## config.mk

```make
export PLATFORM = sky130hd
export DESIGN_NAME = ccff_loader
export DESIGN_NICKNAME = d
export VERILOG_FILES = /design/src/rtl/ccff_loader_pkg.sv /design/src/rtl/ccff_crc8_step.sv /design/src/rtl/ccff_loader.sv
export SDC_FILE = /design/constraint.sdc
export NUM_CORES = 1
export LEC_CHECK = 0
export ABC_AREA = 0
export ABC_CLOCK_PERIOD_IN_PS = 3960
export CELL_PAD_IN_SITES_DETAIL_PLACEMENT = 2
export CELL_PAD_IN_SITES_GLOBAL_PLACEMENT = 2
export CORE_ASPECT_RATIO = 1.4
export CORE_UTILIZATION = 33
export CTS_CLUSTER_DIAMETER = 80
export DETAILED_ROUTE_END_ITERATION = 7
export PLACE_DENSITY = 0.79
export REMOVE_ABC_BUFFERS = 1
export SLEW_MARGIN = 30
export SYNTH_ARGS = -nofsm -noshare
export SYNTH_HDL_FRONTEND = slang
export SYNTH_SLANG_ARGS = --single-unit
```

## constraint.sdc

```tcl
create_clock -name prog_clk -period 3.96 [get_ports prog_clk]
set_input_delay 0.99 -clock prog_clk [delete_from_list [all_inputs] [get_ports prog_clk]]
set_output_delay 0.99 -clock prog_clk [all_outputs]
set_load 0.05 [all_outputs]
```

## src/rtl/ccff_loader_pkg.sv

```systemverilog
// Shared types and constants for the configuration-chain loader.
package ccff_loader_pkg;

  // Loader FSM states
  typedef enum logic [1:0] {
    IDLE  = 2'd0,
    FETCH = 2'd1,
    SHIFT = 2'd2,
    DONE  = 2'd3
  } state_e;

  // CRC-8, polynomial x^8 + x^2 + x + 1, no reflection, no final XOR
  localparam logic [7:0] CRC_POLY = 8'h07;
  localparam logic [7:0] CRC_INIT = 8'h00;

endpackage

```

## src/rtl/ccff_crc8_step.sv

```systemverilog
// One serial step of the CRC-8 used for head/tail signatures.
module ccff_crc8_step
  import ccff_loader_pkg::*;
(
  input  logic [7:0] crc_in,
  input  logic       bit_in,
  output logic [7:0] crc_out
);

  logic feedback;

  // Shift the CRC left by one and fold in the polynomial when the feedback bit is set
  always_comb begin
    feedback = crc_in[7] ^ bit_in;
    if (feedback) begin
      crc_out = {crc_in[6:0], 1'b0} ^ CRC_POLY;
    end else begin
      crc_out = {crc_in[6:0], 1'b0};
    end
  end

endmodule

```

## src/rtl/ccff_loader.sv

```systemverilog
// Serialises configuration words into a flip-flop chain, signs both the
// bits sent and the bits returned by the chain tail, and compares the tail
// signature of this pass against the head signature of the previous pass.
module ccff_loader
  import ccff_loader_pkg::*;
#(
  parameter int CHAIN_LEN = 8,
  parameter int WORD_W    = 8
) (
  input  logic              prog_clk,
  input  logic              prog_reset,
  input  logic              start,
  input  logic              abort,
  input  logic [WORD_W-1:0] cfg_data,
  input  logic              cfg_valid,
  output logic              cfg_ready,
  output logic              ccff_head,
  output logic              shift_en,
  input  logic              ccff_tail,
  output logic              busy,
  output logic              done,
  output logic [7:0]        tail_sig,
  output logic              match_valid,
  output logic              match
);

  localparam int CNT_W = $clog2(CHAIN_LEN + 1);
  localparam int WL_W  = $clog2(WORD_W + 1);

  state_e            state_q;
  logic [WORD_W-1:0] shreg_q;
  logic [CNT_W-1:0]  bit_cnt_q;
  logic [CNT_W-1:0]  bit_cnt_d;
  logic [WL_W-1:0]   word_left_q;
  logic [7:0]        head_crc_q;
  logic [7:0]        head_crc_d;
  logic [7:0]        tail_crc_q;
  logic [7:0]        tail_crc_d;
  logic [7:0]        prev_head_crc_q;
  logic              prev_ok_q;
  logic [7:0]        tail_sig_q;
  logic              match_q;
  logic              match_valid_q;

  // Next bit count saturates at CHAIN_LEN so it can never wrap
  always_comb begin
    if (bit_cnt_q == CNT_W'(CHAIN_LEN)) begin
      bit_cnt_d = bit_cnt_q;
    end else begin
      bit_cnt_d = bit_cnt_q + CNT_W'(1);
    end
  end

  // Chain-facing strobes: abort and reset must suppress shifting in the same cycle
  always_comb begin
    shift_en  = (state_q == SHIFT) && !abort && !prog_reset;
    cfg_ready = (state_q == FETCH) && !abort && !prog_reset;
    if (shift_en) begin
      ccff_head = shreg_q[WORD_W-1];
    end else begin
      ccff_head = 1'b0;
    end
  end

  ccff_crc8_step u_head_crc (
    .crc_in  (head_crc_q),
    .bit_in  (ccff_head),
    .crc_out (head_crc_d)
  );

  ccff_crc8_step u_tail_crc (
    .crc_in  (tail_crc_q),
    .bit_in  (ccff_tail),
    .crc_out (tail_crc_d)
  );

  // Loader FSM with datapath and result registers
  always_ff @(posedge prog_clk) begin
    if (prog_reset) begin
      state_q         <= IDLE;
      shreg_q         <= '0;
      bit_cnt_q       <= '0;
      word_left_q     <= '0;
      head_crc_q      <= CRC_INIT;
      tail_crc_q      <= CRC_INIT;
      prev_head_crc_q <= 8'h00;
      prev_ok_q       <= 1'b0;
      tail_sig_q      <= 8'h00;
      match_q         <= 1'b0;
      match_valid_q   <= 1'b0;
    end else begin
      case (state_q)
        IDLE: begin
          if (start) begin
            bit_cnt_q  <= '0;
            head_crc_q <= CRC_INIT;
            tail_crc_q <= CRC_INIT;
            state_q    <= FETCH;
          end
        end
        FETCH: begin
          if (abort) begin
            prev_ok_q     <= 1'b0;
            match_valid_q <= 1'b0;
            state_q       <= IDLE;
          end else if (cfg_valid) begin
            shreg_q     <= cfg_data;
            word_left_q <= WL_W'(WORD_W);
            state_q     <= SHIFT;
          end
        end
        SHIFT: begin
          if (abort) begin
            prev_ok_q     <= 1'b0;
            match_valid_q <= 1'b0;
            state_q       <= IDLE;
          end else begin
            shreg_q     <= shreg_q << 1;
            head_crc_q  <= head_crc_d;
            tail_crc_q  <= tail_crc_d;
            bit_cnt_q   <= bit_cnt_d;
            word_left_q <= word_left_q - WL_W'(1);
            // A full chain ends the pass even if the current word has bits left
            if (bit_cnt_d == CNT_W'(CHAIN_LEN)) begin
              state_q <= DONE;
            end else if (word_left_q == WL_W'(1)) begin
              state_q <= FETCH;
            end
          end
        end
        DONE: begin
          tail_sig_q      <= tail_crc_q;
          match_q         <= (tail_crc_q == prev_head_crc_q);
          match_valid_q   <= prev_ok_q;
          prev_head_crc_q <= head_crc_q;
          prev_ok_q       <= 1'b1;
          state_q         <= IDLE;
        end
        default: begin
          state_q <= IDLE;
        end
      endcase
    end
  end

  assign busy        = (state_q != IDLE);
  assign done        = (state_q == DONE);
  assign tail_sig    = tail_sig_q;
  assign match       = match_q;
  assign match_valid = match_valid_q;

endmodule

```

## Yosys cells after proc, flatten, opt, wreduce, memory -nomap -nowiden

Cells that the tools add are included.
W data, S select, Z words.

| word-level totals | value |
|---|---|
| register bits after elaboration | 53 |
| output and inout port bits | 15 |
| logic and storage cells | 77 |
| input port bits | 14 |

| operators by class | value |
|---|---|
| reductions and logical operators | 16 |
| equality and inequality tests | 14 |
| bitwise gates (word level) | 4 |
| add/subtract/negate cells | 2 |
| muxes and demuxes | 30 |

Operators by type and width:

| kind | count |
|---|---|
| $mux W8 | 6 |
| $pmux W8 S2 | 3 |
| $mux W4 | 6 |
| $pmux W4 S2 | 2 |
| $mux W2 | 6 |
| $eq A4 B4 Y1 const B | 2 |
| $eq A8 B8 Y1 | 1 |
| $ne A2 B2 Y1 const B | 4 |
| $pmux W2 S4 | 1 |
| $reduce_bool A2 Y1 | 4 |
| $mux W3 | 2 |
| $not A3 Y3 | 2 |
| $reduce_and A3 Y1 | 2 |
| $add A4 B1 Y4 const B | 1 |
| $eq A2 B2 Y1 const B | 2 |
| $eq A4 B1 Y1 const B | 1 |
| $logic_and A1 B1 Y1 | 4 |
| $ne A4 B2 Y1 const B | 1 |
| $pmux W1 S2 | 2 |
| $reduce_and A4 Y1 | 1 |
| $sub A4 B1 Y4 const B | 1 |
| $ne A3 B3 Y1 const B | 1 |
| $eq A2 B1 Y1 const B | 1 |
| $logic_not A1 Y1 | 2 |
| other kinds (6) | 8 |

## Depth between registers and ports, before layout

| logic depth | value |
|---|---|
| depth in word-level cells | 8 |
| depth in mapped cells | 8 |
| mapped depth without buffers | 6 |

## Cells and area by module

A second synthesis with hierarchy kept.

| second synthesis, totals | value |
|---|---|
| cells, all modules | 270 |
| area, all modules | 2555.0 um^2 |

Modules (own cells, without submodules):

| module | instances | cells an instance | seq. area each (um^2) | area an instance (um^2) |
|---|---|---|---|---|
| ccff_loader | 1 | 252 | 1061.0 | 2352.3 |
| ccff_crc8_step | 2 | 9 | 0.0 | 101.3 |

## Worst setup path before layout

No wires, ideal clock.

| timing path | value |
|---|---|
| path type | input to output |
| start point | input port abort |
| end point | output port cfg_ready |
| stages | 2 |
| buffers on the path | 1 |
| arrival | 2.320 ns |
| setup slack | 0.650 ns |
| path through | buf_6 nor3b_1 |

| on the way | value |
|---|---|
| cells in the longest elaborated chain, start to end | 3 |

Ends and longest elaborated chain:

| element | line | source |
|---|---|---|
| start: declaration | ccff_loader.sv:13 | `input logic abort,` |
| $logic_not A1 Y1 | ccff_loader.sv:57 | `cfg_ready = (state_q == FETCH) && !abort && !prog_reset;` |
| $logic_and A1 B1 Y1 (2 in a row) | ccff_loader.sv:57 |  |
| end: declaration | ccff_loader.sv:16 | `output logic cfg_ready,` |

No other way between the ends.

## Worst setup path in the final report

| timing path | value |
|---|---|
| start point | input port abort |
| end point | output port shift_en |

| on the way | value |
|---|---|
| cells in the longest elaborated chain, start to end | 3 |

Ends and longest elaborated chain:

| element | line | source |
|---|---|---|
| $logic_not A1 Y1 | ccff_loader.sv:56 | `shift_en = (state_q == SHIFT) && !abort && !prog_reset;` |
| $logic_and A1 B1 Y1 (2 in a row) | ccff_loader.sv:56 |  |
| end: declaration | ccff_loader.sv:18 | `output logic shift_en,` |

No other way between the ends.

==> flow_summary.toml <==
[clock_network]
clockBufferDepth = 2
cts_made_buffers = 5
cts-htree-levels = 2
postCtsSetupRepairBufs = 0
clkTransAtPathRegs_ns = 0.10
cts_resized = 0
clock_latency_ns = 0.31
root_buffer = "clkbuf_8"
cts_hold_buf = 0
cts.sinks = 53
cts_tree = "built"

[detailed_routing]
ant_nets = 0
totalWireLength_microns = 6500
wl_met2_microns = 3530
firstDrtPassIters = 4
drt-wirelength-per-cell_microns = 16.4
drcViolationCount = 0
vias = 2070
drt_iter0_markers = 51
wl_met1_microns = 2770
highest_layer = "met4"
vias_per_cell = 5.23
wl_met3_microns = 92

[timing]
slew_viol_final = 0
clock_skew_ns = 0.00750
worst_slew_margin_rel_pct = 52.7
fin_crit_ns = 3.30
fmaxAchievable_ghz = 0.303
rsz0062_at_grt = "false"
setup_viol_count_final = 0
tightestPinTransition_ns = 0.710
fin_tns_setup_ns = 0
hold_viol_final = 0
finalCritPeriodShare_pct = 83.4

[worst_setup_path]
required_ns = 2.97
regToRegStartpoint = "state_q[0]"
crit_fanout = 9
crit_arrival_ns = 2.31
crit_type = "in2out"
critPathLaunch = "abort"
crit_path_start_kind = "primary input"
critPathCaptureType = "output port"

[global_route]
antenna_found_initial = 0
grt_usage_pct = 17.5
grt_overflow = 0
grt_max_degree = 34
grt_pass1_vias = 2169
grt_pass1_wl_microns = 10700

[yosys]
synth_top_area_share_pct = 42.2
synth-main-ff-cell = "dfxtp_1"
ys_async_sr_fraction_pct = 0
synth_area_sq_mm = 0.00251
avgSynthCellArea_sq_um = 9.10
synth_largest_area_cell = "dfxtp_1"
synth_cell_types = 43
seq_area_frac_synth_pct = 42.2
ys_ff_latch = 53
syn_inst = 276
synth_edf_count = 0
yosys_warnings = 0
synth_area_leaders = "dfxtp_1, mux2i_1, nor2_1"

[placed_design]
place.gp.congestion = 0.720
dp_cells = 389
placed_area_sq_mm = 0.00287
port_buffers = 28
dp_hpwl_microns = 4610

[power]
p_total_mw = 0.985
irDropWorstVdd_mv = 0.182
p_leak_nw = 1.02
pwr_density_cell_mw_per_mm2 = 333

[min_path]
hold_path.startpoint = "match"
min_path_type = "reg2reg"

[layout]
syn2layout_area_growth_pct = 17.6
n_antenna_cell = 0
fillCellCount = 799
final_common_cell = "dfxtp_1"
fin_area_sq_mm = 0.00296
drive_gt1_share_pct = 8.03
post_layout_nonfiller_instances = 396
finish.utilization_pct = 40.1
layout.nets = 322
final_cell_mix = "dfxtp_1, nor2_1, mux2i_1"

[floorplan]
initial_utilization_pct = 34.1
io_pins = 29
fp.dieW_microns = 75.7
die_h_microns = 105
rows = 37
die_area_sq_mm = 0.00797
core_area_sq_mm = 0.00736

[run]
maxCapViolCount = 0

[run_status]
status = "completed"
## final cells by class
cell class | count | area (sq um) | share of cell area, %
multi-input combinational | 197 | 1340 | 45.2
clock inverter | 2 | 13.8 | 0.466
tap | 97 | 121 | 4.11
clock buffer | 5 | 68.8 | 2.33
sequential | 53 | 1060 | 35.9
inverter | 8 | 30.0 | 1.02
timing repair buffer | 34 | 325 | 11.0
## registers in the layout (all words and copies together) (netlist names)
register,count
tail_sig,8
prev_ok_q,1
state_q,2
prev_head_crc_q,8
tail_crc_q,8
shreg_q,8
head_crc_q,8
match,1
word_left_q,4
bit_cnt_q,4
match_valid,1
## cells by family after synthesis
| logic type | count (synthesis) | share of synthesized area (%) |
|---|---|---|
| buf+inv | 26 | 4.63 |
| compound gates | 47 | 12.5 |
| mux | 26 | 10.4 |
| xor+xnor | 12 | 4.18 |
| flops | 53 | 42.2 |
| fa+ha+maj | 9 | 4.48 |
| simple gates | 103 | 21.7 |
## metal layers
| metal | track usage (%) | up-vias |
|---|---|---|
| li1 | - | 1012 |
| met1 | 20.9 | 1026 |
| met2 | 31.4 | 24 |
| met3 | 2.39 | 8 |
| met4 | 4.63 | 0 |
| met5 | 0 | - |
## report_power, final
group	leakage (nW)	internal (mW)	switching, mW
Sequential	0.428	0.541	0.00593
Combinational	0.545	0.0472	0.0839
Clock	0.0444	0.123	0.184
Total	1.02	0.711	0.274
## synth_stat cells, types with 2 or more instances
library cell	count
a32oi_1	2
nor3_1	5
dfxtp_1	53
nand2_1	15
or4_1	2
nand3b_1	4
nor4_1	3
ha_1	9
o21ai_0	4
buf_1	2
xnor2_1	4
nand4b_1	6
nand2b_1	5
a211oi_1	9
mux2i_1	26
nor2_1	34
buf_2	6
inv_1	8
xor2_1	8
clkbuf_1	8
a21oi_1	20
nor2b_1	4
nand3_1	16
a22oi_1	3
a2bb2oi_1	2
## final timing paths
path	cells after the start	to	slack (ns)
setup / recovery	4	shift_en	0.66
setup reg to reg	6	bit_cnt_q[0]	1.83
hold reg to reg	2	match	0.48
hold / removal	2	match	0.48
## metrics by stage
step	worst slack (ns)	hold WS, ns
2_1_floorplan	0.770	0.439
3_3_place_gp	0.678	0.459
3_5_place_dp	0.637	0.474
4_1_cts	0.644	0.492
5_1_grt	0.559	0.506
6_report	0.658	0.483
## critical path, stage by stage
cell,delay (ns)
clkdlybuf4s50_1,0.55
nand2b_1,0.35
nor2_1,0.24
buf_12,0.17
(Power assumes the default switching activity.)
